<file path="src/rtl/trace_latency_matcher.sv">
// trace_latency_matcher: pairs each core output handshake with the oldest outstanding
// input handshake and emits a trace record holding the transaction ID, the ingress
// timestamp, the latency in cycles and the captured output data.
//
// Ports:
//   clk, rst_n      - clock (rising edge) and asynchronous active-low reset
//   in_fire         - core input handshake completed this cycle
//   out_fire        - core output handshake completed this cycle
//   out_data        - core output data, sampled with out_fire
//   trace_valid     - trace record held in the output register
//   trace_ready     - consumer accepts the record
//   trace_id/t_in/latency/data - record fields
//   drop_cnt        - saturating count of records lost to a busy trace output
//   overflow        - sticky: in_fire while the timestamp FIFO was full
//   underflow       - sticky: out_fire with no matching ingress entry
module trace_latency_matcher #(
  parameter int unsigned DATA_WIDTH = 64,
  parameter int unsigned TS_WIDTH   = 32,
  parameter int unsigned DEPTH      = 16,
  parameter int unsigned ID_WIDTH   = 16
) (
  input  logic                  clk,
  input  logic                  rst_n,
  input  logic                  in_fire,
  input  logic                  out_fire,
  input  logic [DATA_WIDTH-1:0] out_data,
  output logic                  trace_valid,
  input  logic                  trace_ready,
  output logic [ID_WIDTH-1:0]   trace_id,
  output logic [TS_WIDTH-1:0]   trace_t_in,
  output logic [TS_WIDTH-1:0]   trace_latency,
  output logic [DATA_WIDTH-1:0] trace_data,
  output logic [31:0]           drop_cnt,
  output logic                  overflow,
  output logic                  underflow
);

  localparam int unsigned AW = $clog2(DEPTH);
  localparam int unsigned CW = AW + 1;

  logic [TS_WIDTH-1:0]   cycle_cnt_q, cycle_cnt_d;
  logic [ID_WIDTH-1:0]   next_id_q, next_id_d;
  logic [AW-1:0]         wr_ptr_q, wr_ptr_d, rd_ptr_q, rd_ptr_d;
  logic [CW-1:0]         count_q, count_d;
  logic [ID_WIDTH-1:0]   id_mem_q [DEPTH];
  logic [TS_WIDTH-1:0]   ts_mem_q [DEPTH];

  logic                  tv_q, tv_d;
  logic [ID_WIDTH-1:0]   tid_q, tid_d;
  logic [TS_WIDTH-1:0]   tt_q, tt_d;
  logic [TS_WIDTH-1:0]   tl_q, tl_d;
  logic [DATA_WIDTH-1:0] td_q, td_d;
  logic [31:0]           drop_q, drop_d;
  logic                  ovf_q, ovf_d;
  logic                  unf_q, unf_d;

  logic                  fifo_empty, fifo_full;
  logic                  bypass, pop, push;
  logic                  rec_valid;
  logic [ID_WIDTH-1:0]   rec_id;
  logic [TS_WIDTH-1:0]   rec_t_in;

  always_comb begin
    fifo_empty = (count_q == '0);
    fifo_full  = (count_q == CW'(DEPTH));
    // Zero-latency core: pair the handshakes directly without touching the FIFO.
    bypass     = in_fire && out_fire && fifo_empty;
    pop        = out_fire && !fifo_empty;
    // A same-cycle pop frees a slot, so a full FIFO still accepts the push.
    push       = in_fire && !bypass && (!fifo_full || pop);

    rec_valid  = pop || bypass;
    rec_id     = bypass ? next_id_q : id_mem_q[rd_ptr_q];
    rec_t_in   = bypass ? cycle_cnt_q : ts_mem_q[rd_ptr_q];

    cycle_cnt_d = cycle_cnt_q + 1'b1;
    next_id_d   = in_fire ? next_id_q + 1'b1 : next_id_q;
    wr_ptr_d    = push ? wr_ptr_q + 1'b1 : wr_ptr_q;
    rd_ptr_d    = pop ? rd_ptr_q + 1'b1 : rd_ptr_q;
    count_d     = count_q;
    if (push && !pop) count_d = count_q + 1'b1;
    if (pop && !push) count_d = count_q - 1'b1;

    ovf_d = ovf_q || (in_fire && fifo_full && !pop);
    unf_d = unf_q || (out_fire && fifo_empty && !in_fire);

    tv_d   = tv_q;
    tid_d  = tid_q;
    tt_d   = tt_q;
    tl_d   = tl_q;
    td_d   = td_q;
    drop_d = drop_q;
    if (rec_valid) begin
      if (!tv_q || trace_ready) begin
        tv_d  = 1'b1;
        tid_d = rec_id;
        tt_d  = rec_t_in;
        tl_d  = cycle_cnt_q - rec_t_in;
        td_d  = out_data;
      end else if (drop_q != '1) begin
        drop_d = drop_q + 1'b1;
      end
    end else if (tv_q && trace_ready) begin
      tv_d = 1'b0;
    end
  end

  always_ff @(posedge clk or negedge rst_n) begin
    if (!rst_n) begin
      cycle_cnt_q <= '0;
      next_id_q   <= '0;
      wr_ptr_q    <= '0;
      rd_ptr_q    <= '0;
      count_q     <= '0;
      tv_q        <= 1'b0;
      tid_q       <= '0;
      tt_q        <= '0;
      tl_q        <= '0;
      td_q        <= '0;
      drop_q      <= '0;
      ovf_q       <= 1'b0;
      unf_q       <= 1'b0;
    end else begin
      cycle_cnt_q <= cycle_cnt_d;
      next_id_q   <= next_id_d;
      wr_ptr_q    <= wr_ptr_d;
      rd_ptr_q    <= rd_ptr_d;
      count_q     <= count_d;
      tv_q        <= tv_d;
      tid_q       <= tid_d;
      tt_q        <= tt_d;
      tl_q        <= tl_d;
      td_q        <= td_d;
      drop_q      <= drop_d;
      ovf_q       <= ovf_d;
      unf_q       <= unf_d;
    end
  end

  // Storage needs no reset: occupancy alone decides which entries are live.
  always_ff @(posedge clk) begin
    if (push) begin
      id_mem_q[wr_ptr_q] <= next_id_q;
      ts_mem_q[wr_ptr_q] <= cycle_cnt_q;
    end
  end

  assign trace_valid   = tv_q;
  assign trace_id      = tid_q;
  assign trace_t_in    = tt_q;
  assign trace_latency = tl_q;
  assign trace_data    = td_q;
  assign drop_cnt      = drop_q;
  assign overflow      = ovf_q;
  assign underflow     = unf_q;

endmodule

</file>
<file path="config.mk">
export PLATFORM = sky130hd
export DESIGN_NAME = trace_latency_matcher
export DESIGN_NICKNAME = d
export VERILOG_FILES = /design/src/rtl/trace_latency_matcher.sv
export SDC_FILE = /design/constraint.sdc
export NUM_CORES = 1
export LEC_CHECK = 0
export CELL_PAD_IN_SITES_DETAIL_PLACEMENT = 1
export CELL_PAD_IN_SITES_GLOBAL_PLACEMENT = 1
export CORE_MARGIN = 2
export CORE_UTILIZATION = 35
export CTS_CLUSTER_SIZE = 20
export DETAILED_ROUTE_END_ITERATION = 6
export PLACE_DENSITY = 0.68
export SETUP_SLACK_MARGIN = 0.4
export SYNTH_ARGS = -nofsm -noshare
export SYNTH_HDL_FRONTEND = slang
export SYNTH_SLANG_ARGS = --single-unit
export TNS_END_PERCENT = 5
</file>
<file path="constraint.sdc">
create_clock -name clk -period 4.4 [get_ports clk]
set_input_delay 0.88 -clock clk [delete_from_list [all_inputs] [get_ports clk]]
set_output_delay 0.88 -clock clk [all_outputs]
set_load 0.01 [all_outputs]
</file>
Word level (Yosys, flattened, before mapping)
Memories as Yosys holds them, arrays and structs flattened.
Cells that the tools add are included.

word-level totals
  flip-flop bits (word level) = 240
  input port bits = 69
  output and inout port bits = 179
  word-level logic and storage cells = 66
  memories kept = 2
  bits in writable memories = 768

memories
  name      words  width  read ports  clocked after memory_dff  write ports  line  source
  ts_mem_q  16     32     1           0                         1            46    logic [TS_WIDTH-1:0] ts_mem_q [DEPTH];
  id_mem_q  16     16     1           0                         1            45    logic [ID_WIDTH-1:0] id_mem_q [DEPTH];

cells by class
  $add $sub $neg = 8
  equal/unequal tests = 3
  multiplexer cells = 9
  reduce and logical (&&, ||, !) cells = 30
  bitwise gates (word level) = 1

operators with widths
  kind                                                                count
  32-bit by 1-bit adder with 32-bit output, second input constant     2
  32-bit two-way mux                                                  1
  32-bit != test, second input constant                               1
  32-bit subtractor                                                   1
  16-bit by 1-bit adder with 16-bit output, second input constant     1
  16-bit two-way mux                                                  1
  1-bit logical AND                                                   12
  5-bit two-way mux                                                   2
  4-bit by 1-bit adder with 4-bit output, second input constant       2
  1-bit logical NOT                                                   7
  5-bit by 1-bit adder with 5-bit output, second input constant       1
  5-bit equality test, second input constant                          1
  5-bit logical NOT                                                   1
  1-bit logical OR                                                    5
  1-bit two-way mux                                                   5
  5-bit by 1-bit subtractor with 5-bit output, second input constant  1
  2-bit AND reduction                                                 2
  2-bit nonzero test                                                  2
  3-bit AND reduction                                                 1
  2-bit by 1-bit != test with 1-bit output, second input constant     1
  1-bit inverter                                                      1

Logic depth before layout (Yosys ltp)
Gate-level depths: netlist of run 1.

  depth in word-level cells = 8
  gate-level depth with buffers = 17
  mapped depth without buffers = 14

Least setup slack after synthesis of run 1
Ideal clock, no wire load.

  path type = reg-to-reg
  start = register rd_ptr_q[0]
  end = register tl_q[31], in the netlist trace_latency[31]
  stages on the path, launching flop included = 15
  clock period less this slack = 3.926 ns
  buffers on the path = 3
  path slack = 0.474 ns
  data required time = 4.274 ns
  arrival time = 3.800 ns
  setup time = 0.126 ns
  cell sequence = dfrtp_1 clkbuf_1 buf_2 mux4_2 mux4_2 mux2i_1 ha_1 clkbuf_1 a21o_1 a311oi_1 o31a_1 nand3_1 a221oi_4 a2bb2oi_1 nand2_1

between the ends
  cells in the longest elaborated chain, start to end = 3

ends and longest elaborated chain
  what                     line  source
  start, declared          43    logic [AW-1:0] wr_ptr_q, wr_ptr_d, rd_ptr_q, rd_ptr_d;
  start signal, assigned   127   rd_ptr_q <= rd_ptr_d;
  memory read 16 x 32 bit  n/a
  32-bit two-way mux       74    rec_t_in = bypass ? cycle_cnt_q : ts_mem_q[rd_ptr_q];
  32-bit subtractor        98    tl_d = cycle_cnt_q - rec_t_in;
  end signal, assigned     132   tl_q <= tl_d;
  end, declared            51    logic [TS_WIDTH-1:0] tl_q, tl_d;

No other way between the ends.
A chain may end at the register's enable or synchronous reset.

Worst setup path after layout of run 1
  start = register rd_ptr_q[0]
  end = register tl_q[29], in the netlist trace_latency[29]

The elaborated chain is that of the path after synthesis.

==> run_results.csv, run 1 <==
group,metric,value,unit
run_status,outcome,"finished, final reports clean",
placement,place_area,46000,µm²
clock_network,cts-htree-levels,3,
worst_setup_path,worstPathArrival,4.67,ns
finish,multi_input_area,11400,µm²
global_routing,grt_max_degree,96,
synthesis,async_reset_ff_share,23.8,%
finish,stdcell_count,4348,
routing,drt_wl_total,109000,µm
clock_network,clock_sinks,1008,
placement,port_buffers,247,
sta,skew,0.0329,ns
synthesis,synth_compound_area_share,2.88,%
routing,drt-pass1-iter-count,5,
floorplanning,die_w,345,µm
clock_network,cts-root-buf,"clkbuf_16",
synthesis,synth_fp_nets,2436,
routing,routedWlPerCell,25.0,µm
power,p_leak,17.7,nW
sta,rsz0062_at_grt,"yes",
global_routing,grt_pass1_wl,163000,µm
finish,seqCellArea,29100,µm²
worst_setup_path,cp-endpoint,"trace_latency[29]",
global_routing,grt_pass1_vias,24500,
power,powerDensity,660,nW/µm²
worst_setup_path,reg2reg_depth,14,
floorplanning,core,116000,µm²
synthesis,yosysWarnings,0,
global_routing,overflow,0,
worst_setup_path,r2r_start,"rd_ptr_q[0]",
sta,final.period_utilization,93.1,%
clock_network,clk_path_buf_depth,3,
worst_hold_path,hold_class,"input port to async pin",
synthesis,synth.yosys.seq_area_share,71.4,%
power,ir_drop,0.000376,V
clock_network,cts_buffers,102,
job,cap_violations,0,
global_routing,grtUsageTotal,18.1,%
worst_setup_path,r2r_slack,0.30,ns
floorplanning,initial_core_util,35.2,%
clock_network,clk_pin_slew,0.06,ns
synthesis,synth_fa_ha_area_share,1.42,%
finish,nFillCells,11200,
finish,area_growth,23.4,%
worst_setup_path,critPathKind,"register to register",
sta,finalHoldViolations,0,
worst_setup_path,cp_max_fo,8,
placement,gp_congestion,0.947,
power,power,33.2,mW
sta,worstMarginPinSlew,1.16,ns
synthesis,synthSimpleGateAreaFrac,5.89,%
sta,finalSetupViolCount,0,
finish,fin_area,50200,µm²
global_routing,antenna_found_initial,1,
finish,layout.cells.most_common_list,"768 x edfxtp_1, 337 x nand2_1, 246 x clkdlybuf4s50_1",
clock_network,cts_tree,"yes",
sta,hold_slack,0.252,ns
synthesis,synth_area,40700,µm²
routing,vias_per_cell,5.24,
finish,final_common_cell,"edfxtp_1",
routing,vias,22800,
synthesis,synth.area.mux_share,14.5,%
worst_setup_path,worst_ep_required_time,4.97,ns
floorplanning,die_h,345,µm
placement,place_hpwl,66600,µm
synthesis,ys_seq_elements,1008,
floorplanning,std_cell_rows,125,
finish,diodes,0,
routing,drc,0,
floorplanning,top_level_ports,248,
routing,ant_nets,0,
sta,period_needed,4.10,ns
clock_network,ctsHoldBuffers,0,
worst_setup_path,cp-start-kind,"register",
worst_setup_path,reg2reg_to,"trace_latency[29]",
sta,max_freq,244,MHz
synthesis,syn_area_per_cell,17.5,µm²
worst_setup_path,crit_start,"rd_ptr_q[0]",
synthesis,yosysUniqueCellTypes,59,
synthesis,synth-edff-count,768,
routing,drtIter0Drc,1690,
finish,drive_above_1_share,23.2,%
synthesis,synthXorXnorAreaFrac,2.34,%
synthesis,synth_top_family_by_area,"multiplexers",
finish,nets,2850,
clock_network,worst_skew_pair.late_latency,0.70,ns
sta,relSlewSlack,22.6,%
synthesis,synthCells,2322,
worst_setup_path,setup.worst_path.end_class,"register",
sta,report.final.slew_viol_count,0,
floorplanning,die-area,119000,µm²
placement,place_inst,4121,
synthesis,synthFlopType,"edfxtp_1",
## cell usage after synthesis (3+ instances only)
master | instances | area share, %
nand2b_1 | 3 | 0.046
nand4_1 | 37 | 0.57
buf_2 | 43 | 0.53
a21oi_1 | 42 | 0.52
clkbuf_1 | 49 | 0.45
xor2_1 | 34 | 0.73
o211ai_1 | 3 | 0.055
and2_1 | 23 | 0.35
mux2i_1 | 48 | 1.2
buf_6 | 4 | 0.11
buf_4 | 8 | 0.15
buf_1 | 7 | 0.065
xnor2_1 | 75 | 1.6
nor2b_1 | 3 | 0.046
o21a_1 | 6 | 0.11
a21o_1 | 16 | 0.30
or4_1 | 6 | 0.11
o21bai_1 | 5 | 0.092
nor3_1 | 19 | 0.23
ha_1 | 43 | 1.3
dfrtp_1 | 240 | 15
a211oi_1 | 3 | 0.055
edfxtp_1 | 768 | 57
nor2_1 | 37 | 0.34
o2111ai_1 | 3 | 0.065
and4_1 | 4 | 0.086
nand2_1 | 338 | 3.1
nand3_1 | 41 | 0.50
a31oi_1 | 5 | 0.077
o31ai_1 | 7 | 0.13
inv_1 | 22 | 0.20
and3_1 | 18 | 0.28
o21ai_0 | 14 | 0.17
o21ai_1 | 75 | 0.92
mux4_2 | 240 | 13
## report_power, final
| group | switching, mW | total, mW | internal [mW] |
|---|---|---|---|
| Sequential | 0.855 | 12.6 | 11.7 |
| Combinational | 5.99 | 11.6 | 5.66 |
| Clock | 3.78 | 8.92 | 5.14 |
| Total | 10.6 | 33.2 | 22.5 |
## flip-flops by register name (all words and copies together), names as in the netlist
| signal | count |
|---|---|
| wr_ptr_q | 4 |
| id_mem_q | 256 |
| next_id_q | 16 |
| drop_cnt | 32 |
| underflow | 1 |
| trace_t_in | 32 |
| ts_mem_q | 512 |
| trace_valid | 1 |
| count_q | 5 |
| rd_ptr_q | 4 |
| trace_data | 64 |
| trace_id | 16 |
| cycle_cnt_q | 32 |
| overflow | 1 |
| trace_latency | 32 |
## metal layers
| layer | vias up | track usage, % | share of wire, % |
|---|---|---|---|
| met3 | 150 | 3.32 | 5.5 |
| li1 | 9856 | - | - |
| met2 | 719 | 30.4 | 50 |
| met5 | - | 0 | 0.012 |
| met1 | 12100 | 24.4 | 43 |
| met4 | 2 | 4.39 | 2.0 |
## worst max-delay path: stages, from the launching register on
cell       delay, ns
dfrtp_4         0.54
buf_12          0.19
buf_16          0.15
mux4_2          0.51
mux4_2          0.52
mux2i_1         0.24
ha_1            0.33
a21oi_1         0.27
buf_4           0.18
nor2_1          0.05
nor3_1          0.31
a21oi_2         0.15
o2111ai_1       0.26
mux2i_1         0.22
nand2_1         0.06
## what timing repair did
item,4_1_cts,5_1_grt
cloned,1,2
pin swaps,4,15
resized for setup,25,48
setup endpoints to repair,20,22
setup buffers,9,23
## cells by family (layout without fill, tap and decap cells)
| kind of cell | count (synthesis) | after routing |
|---|---|---|
| simple gates | 540 | 540 |
| buf+inv | 135 | 637 |
| xor+xnor | 109 | 109 |
| flops | 1008 | 1008 |
| compound gates | 194 | 194 |
| fa+ha+maj | 45 | 45 |
| mux | 291 | 291 |
## final cells by class
| cell class | count | share of cell area (%) |
|---|---|---|
| clock buffers | 128 | 5.42 |
| clock inverters | 64 | 1.50 |
| flip-flops and latches | 1008 | 57.9 |
| inverters | 24 | 0.179 |
| multi-input cells | 1179 | 22.8 |
| repair buffers | 421 | 8.43 |
| well taps | 1524 | 3.80 |
## through the flow
step	setup TNS [ns]	worst slack, ns	util (%)
2_1_floorplan	0	0.474	-
3_5_place_dp	-0.0982	-0.0585	39.8
4_1_cts	0	0.351	43.0
5_1_grt	0	0.151	43.4
3_3_place_gp	-0.0204	-0.0204	39.8
6_report	0	0.304	43.4
## worst min path at each step
stage / from / to / slack [ns] / depth (start not counted)
CTS: rst_n / drop_cnt[2] / 0.26 / 1
global route: rst_n / drop_cnt[21] / 0.30 / 1
detailed placement: trace_data[39] / trace_data[39] / 0.47 / 2
floorplan: count_q[3] / count_q[3] / 0.47 / 2
global placement: trace_data[35] / trace_data[35] / 0.46 / 2
finish: rst_n / drop_cnt[20] / 0.25 / 1
Note: power is estimated with default switching activity, not from simulation.
==> run 2, diff against run 1 <==
--- a/config.mk
+++ b/config.mk
@@ -5,14 +5,16 @@
 export SDC_FILE = /design/constraint.sdc
 export NUM_CORES = 1
 export LEC_CHECK = 0
+export ABC_AREA = 1
 export CELL_PAD_IN_SITES_DETAIL_PLACEMENT = 1
 export CELL_PAD_IN_SITES_GLOBAL_PLACEMENT = 1
 export CORE_MARGIN = 2
 export CORE_UTILIZATION = 35
 export CTS_CLUSTER_SIZE = 20
 export DETAILED_ROUTE_END_ITERATION = 6
-export PLACE_DENSITY = 0.68
+export PLACE_DENSITY = 0.71
 export SETUP_SLACK_MARGIN = 0.4
+export SLEW_MARGIN = 20
 export SYNTH_ARGS = -nofsm -noshare
 export SYNTH_HDL_FRONTEND = slang
 export SYNTH_SLANG_ARGS = --single-unit
==> run 2 against run 1 <==
Clock power grew 0.7%. Cell area increased by 2.1%. Maximum frequency increased by 6.8%. Critical endpoint is now trace_latency[30]. Largest cell class unchanged. Largest power group unchanged. Hold slack worse by 0.022 ns. Clock-buffer cell count up 9.
==> run_results.csv, run 2 <==
group,metric,value,unit
worst_setup_path,slowest_delay,0.55,ns
synthesis,yosysWarnings,0,
clock_network,cts-htree-levels,3,
sta,max_freq,261,MHz
sta,tns,0,ns
clock_network,cts-root-buf,"clkbuf_16",
clock_network,cts_tree,"yes",
global_routing,antenna_found_initial,1,
sta,skew,0.0251,ns
finish,final_common_cell,"edfxtp_1",
finish,diodes,0,
worst_setup_path,critPathKind,"register to register",
worst_setup_path,slowest_stage,"dfrtp_4",
worst_setup_path,cp_max_fo,43,
synthesis,synth_area_leader_cell,"edfxtp_1",
global_routing,grt_pass1_wl,200000,µm
routing,vias_per_cell,5.33,
floorplanning,die_w,355,µm
finish,layout.cells.most_common_list,"768 x edfxtp_1, 720 x nand2_1, 574 x nor2_1",
job,cap_violations,0,
synthesis,synth_top_cell_area_share,53.6,%
global_routing,grt_max_degree,139,
placement,gp_congestion,0.864,
clock_network,clk_path_buf_depth,3,
routing,drc,0,
worst_setup_path,crit_path_frequent_cell,"nand2_1",
routing,routedWlPerCell,23.1,µm
worst_setup_path,timing.critical_path.buf_inv,3,
power,ir_drop,0.000361,V
worst_setup_path,critPathTopFamily,"simple AND/OR/NAND/NOR gates",
synthesis,synthFlopType,"edfxtp_1",
floorplanning,top_level_ports,248,
floorplanning,std_cell_rows,128,
synthesis,synth_fp_nets,3969,
worst_setup_path,setup.worst_path.end_class,"register",
worst_setup_path,cp_cell_sequence,"inv_6, buf_12, buf_12, o21ai_0, o221ai_1, nand3_1, nand3_1, nand2_1, ha_1, nand2_1, nor2_2, nand2_1, nor3_1, nand2_1, nand2_1, nand2_1, nand3_1, nand2_1",
routing,vias,31000,
clock_network,worst_skew_pair.late_latency,0.69,ns
worst_setup_path,worst_ep_required_time,4.97,ns
sta,final.period_utilization,87.2,%
synthesis,yosysUniqueCellTypes,40,
synthesis,async_reset_ff_share,23.8,%
synthesis,ys_seq_elements,1008,
placement,port_buffers,247,
clock_network,ctsHoldBuffers,0,
synthesis,synth.yosys.seq_area_share,67.5,%
routing,drt_wl_total,134000,µm
worst_hold_path,hold_class,"input port to async pin",
global_routing,overflow,0,
clock_network,clock_sinks,1008,
worst_setup_path,cp-start-kind,"register",
finish,area_growth,19.2,%
sta,rsz0062_at_grt,"yes",
synthesis,synthCells,3855,
routing,drt-pass1-iter-count,5,
finish,nets,4210,
sta,report.final.slew_viol_count,0,
global_routing,grtUsageTotal,20.6,%
synthesis,syn_area_per_cell,11.2,µm²
sta,worstMarginPinSlew,1.13,ns
synthesis,synth-edff-count,768,
sta,period_needed,3.84,ns
clock_network,clk_pin_slew,0.06,ns
placement,place_hpwl,77100,µm
finish,drive_above_1_share,7.53,%
synthesis,synth_area,43000,µm²
routing,drtIter0Drc,2471,
sta,finalHoldViolations,0,
sta,hold_slack,0.230,ns
sta,finalSetupViolCount,0,
floorplanning,core,122000,µm²
sta,relSlewSlack,24.4,%
synthesis,synth_most_common_cell,"edfxtp_1",
floorplanning,initial_core_util,35.3,%
power,p_leak,18.7,nW
floorplanning,die_h,355,µm
power,powerDensity,675,nW/µm²
finish,regMostFlops,"ts_mem_q",
finish,largest_register_ffs,512,
global_routing,grt_pass1_vias,32300,
floorplanning,die-area,126000,µm²
routing,ant_nets,0,
synthesis,synthTopCellsByArea,"edfxtp_1 54%, dfrtp_1 14%, nand2_1 6.3%",
synthesis,synthTopCellsByCount,"768 x edfxtp_1, 720 x nand2_1, 592 x nor2_1",
run_status,outcome,"finished, final reports clean",
worst_setup_path,worstPathArrival,4.41,ns
clock_network,cts_buffers,105,
-- run 2: cell count changes after synthesis, sizes merged, moves of 54 or more --
cell and delta:
buf +54, inv +152, mux4 -240, nand2 +389
nand3 +185, nor2 +563, o211ai +89, o21ai +343
o221ai +95
-- run 2: what timing repair did --
action / in CTS / in global routing
setup buffers: 0 / 5
hold endpoints to repair: 0 / 0
setup endpoints to repair: 0 / 22
gates resized for setup: 0 / 9
-- run 2: worst reg2reg max path, delay by kind of cell (launching register included) --
family,cells,cell delay (ns)
simple gates,12,1.60
buf+inv,3,0.76
flops,1,0.55
fa+ha+maj,1,0.42
compound gates,2,0.38
-- run 2: kinds of logic after synthesis --
kind of cell	after synthesis	synth area share, %
compound gates	688	9.42
buf+inv	383	4.21
flops	1008	67.5
fa+ha+maj	45	1.34
simple gates	1637	15.6
xor+xnor	94	1.91
-- run 2: cell type report --
class | count | area, µm²
Inverter | 178 | 704
Tap cell | 1625 | 2030
Sequential cell | 1008 | 29100
Clock inverter | 60 | 621
Clock buffer | 137 | 2860
Timing Repair Buffer | 339 | 3690
Multi-Input combinational cell | 2464 | 12300
Fill cell | 13000 | 70600
-- run 2: per-stage QoR --
step	area (µm²)	setup WS [ns]	std cells	util, %	power, mW
floorplan	43000	0.472	3855	-	20.1
global placement	47600	0.405	5605	39.1	25.1
detailed placement	47600	0.366	5605	39.1	25.5
CTS	51100	0.489	5802	41.9	34.6
global route	51300	0.391	5811	42.1	36.5
finish	51300	0.565	5811	42.1	34.6
-- run 2: per-layer routing --
metal  wire, µm  vias up  track usage (%)
met4       4040        2             6.85
met2      66300      896             35.1
li1           -    14000                -
met3       7100      207             2.95
met5          7        -                0
met1      57000    15900             27.1
-- run 2: final timing paths --
check / to / depth (start not counted) / slack, ns / startpoint
max reg2reg: trace_latency[30] / 18 / 0.56 / rd_ptr_q[1]
min: trace_t_in[20] / 1 / 0.23 / rst_n
min in group clk: trace_data[51] / 2 / 0.48 / trace_data[51]
max in group asynchronous: trace_data[50] / 2 / 3.12 / rst_n
max: trace_latency[30] / 18 / 0.56 / rd_ptr_q[1]
min reg2reg: trace_data[51] / 2 / 0.48 / trace_data[51]
-- run 2: power by group --
group	switching (mW)	total [mW]	internal, mW
clock network	3.84	8.98	5.14
registers	1.02	13.0	11.9
logic	8.41	12.7	4.27
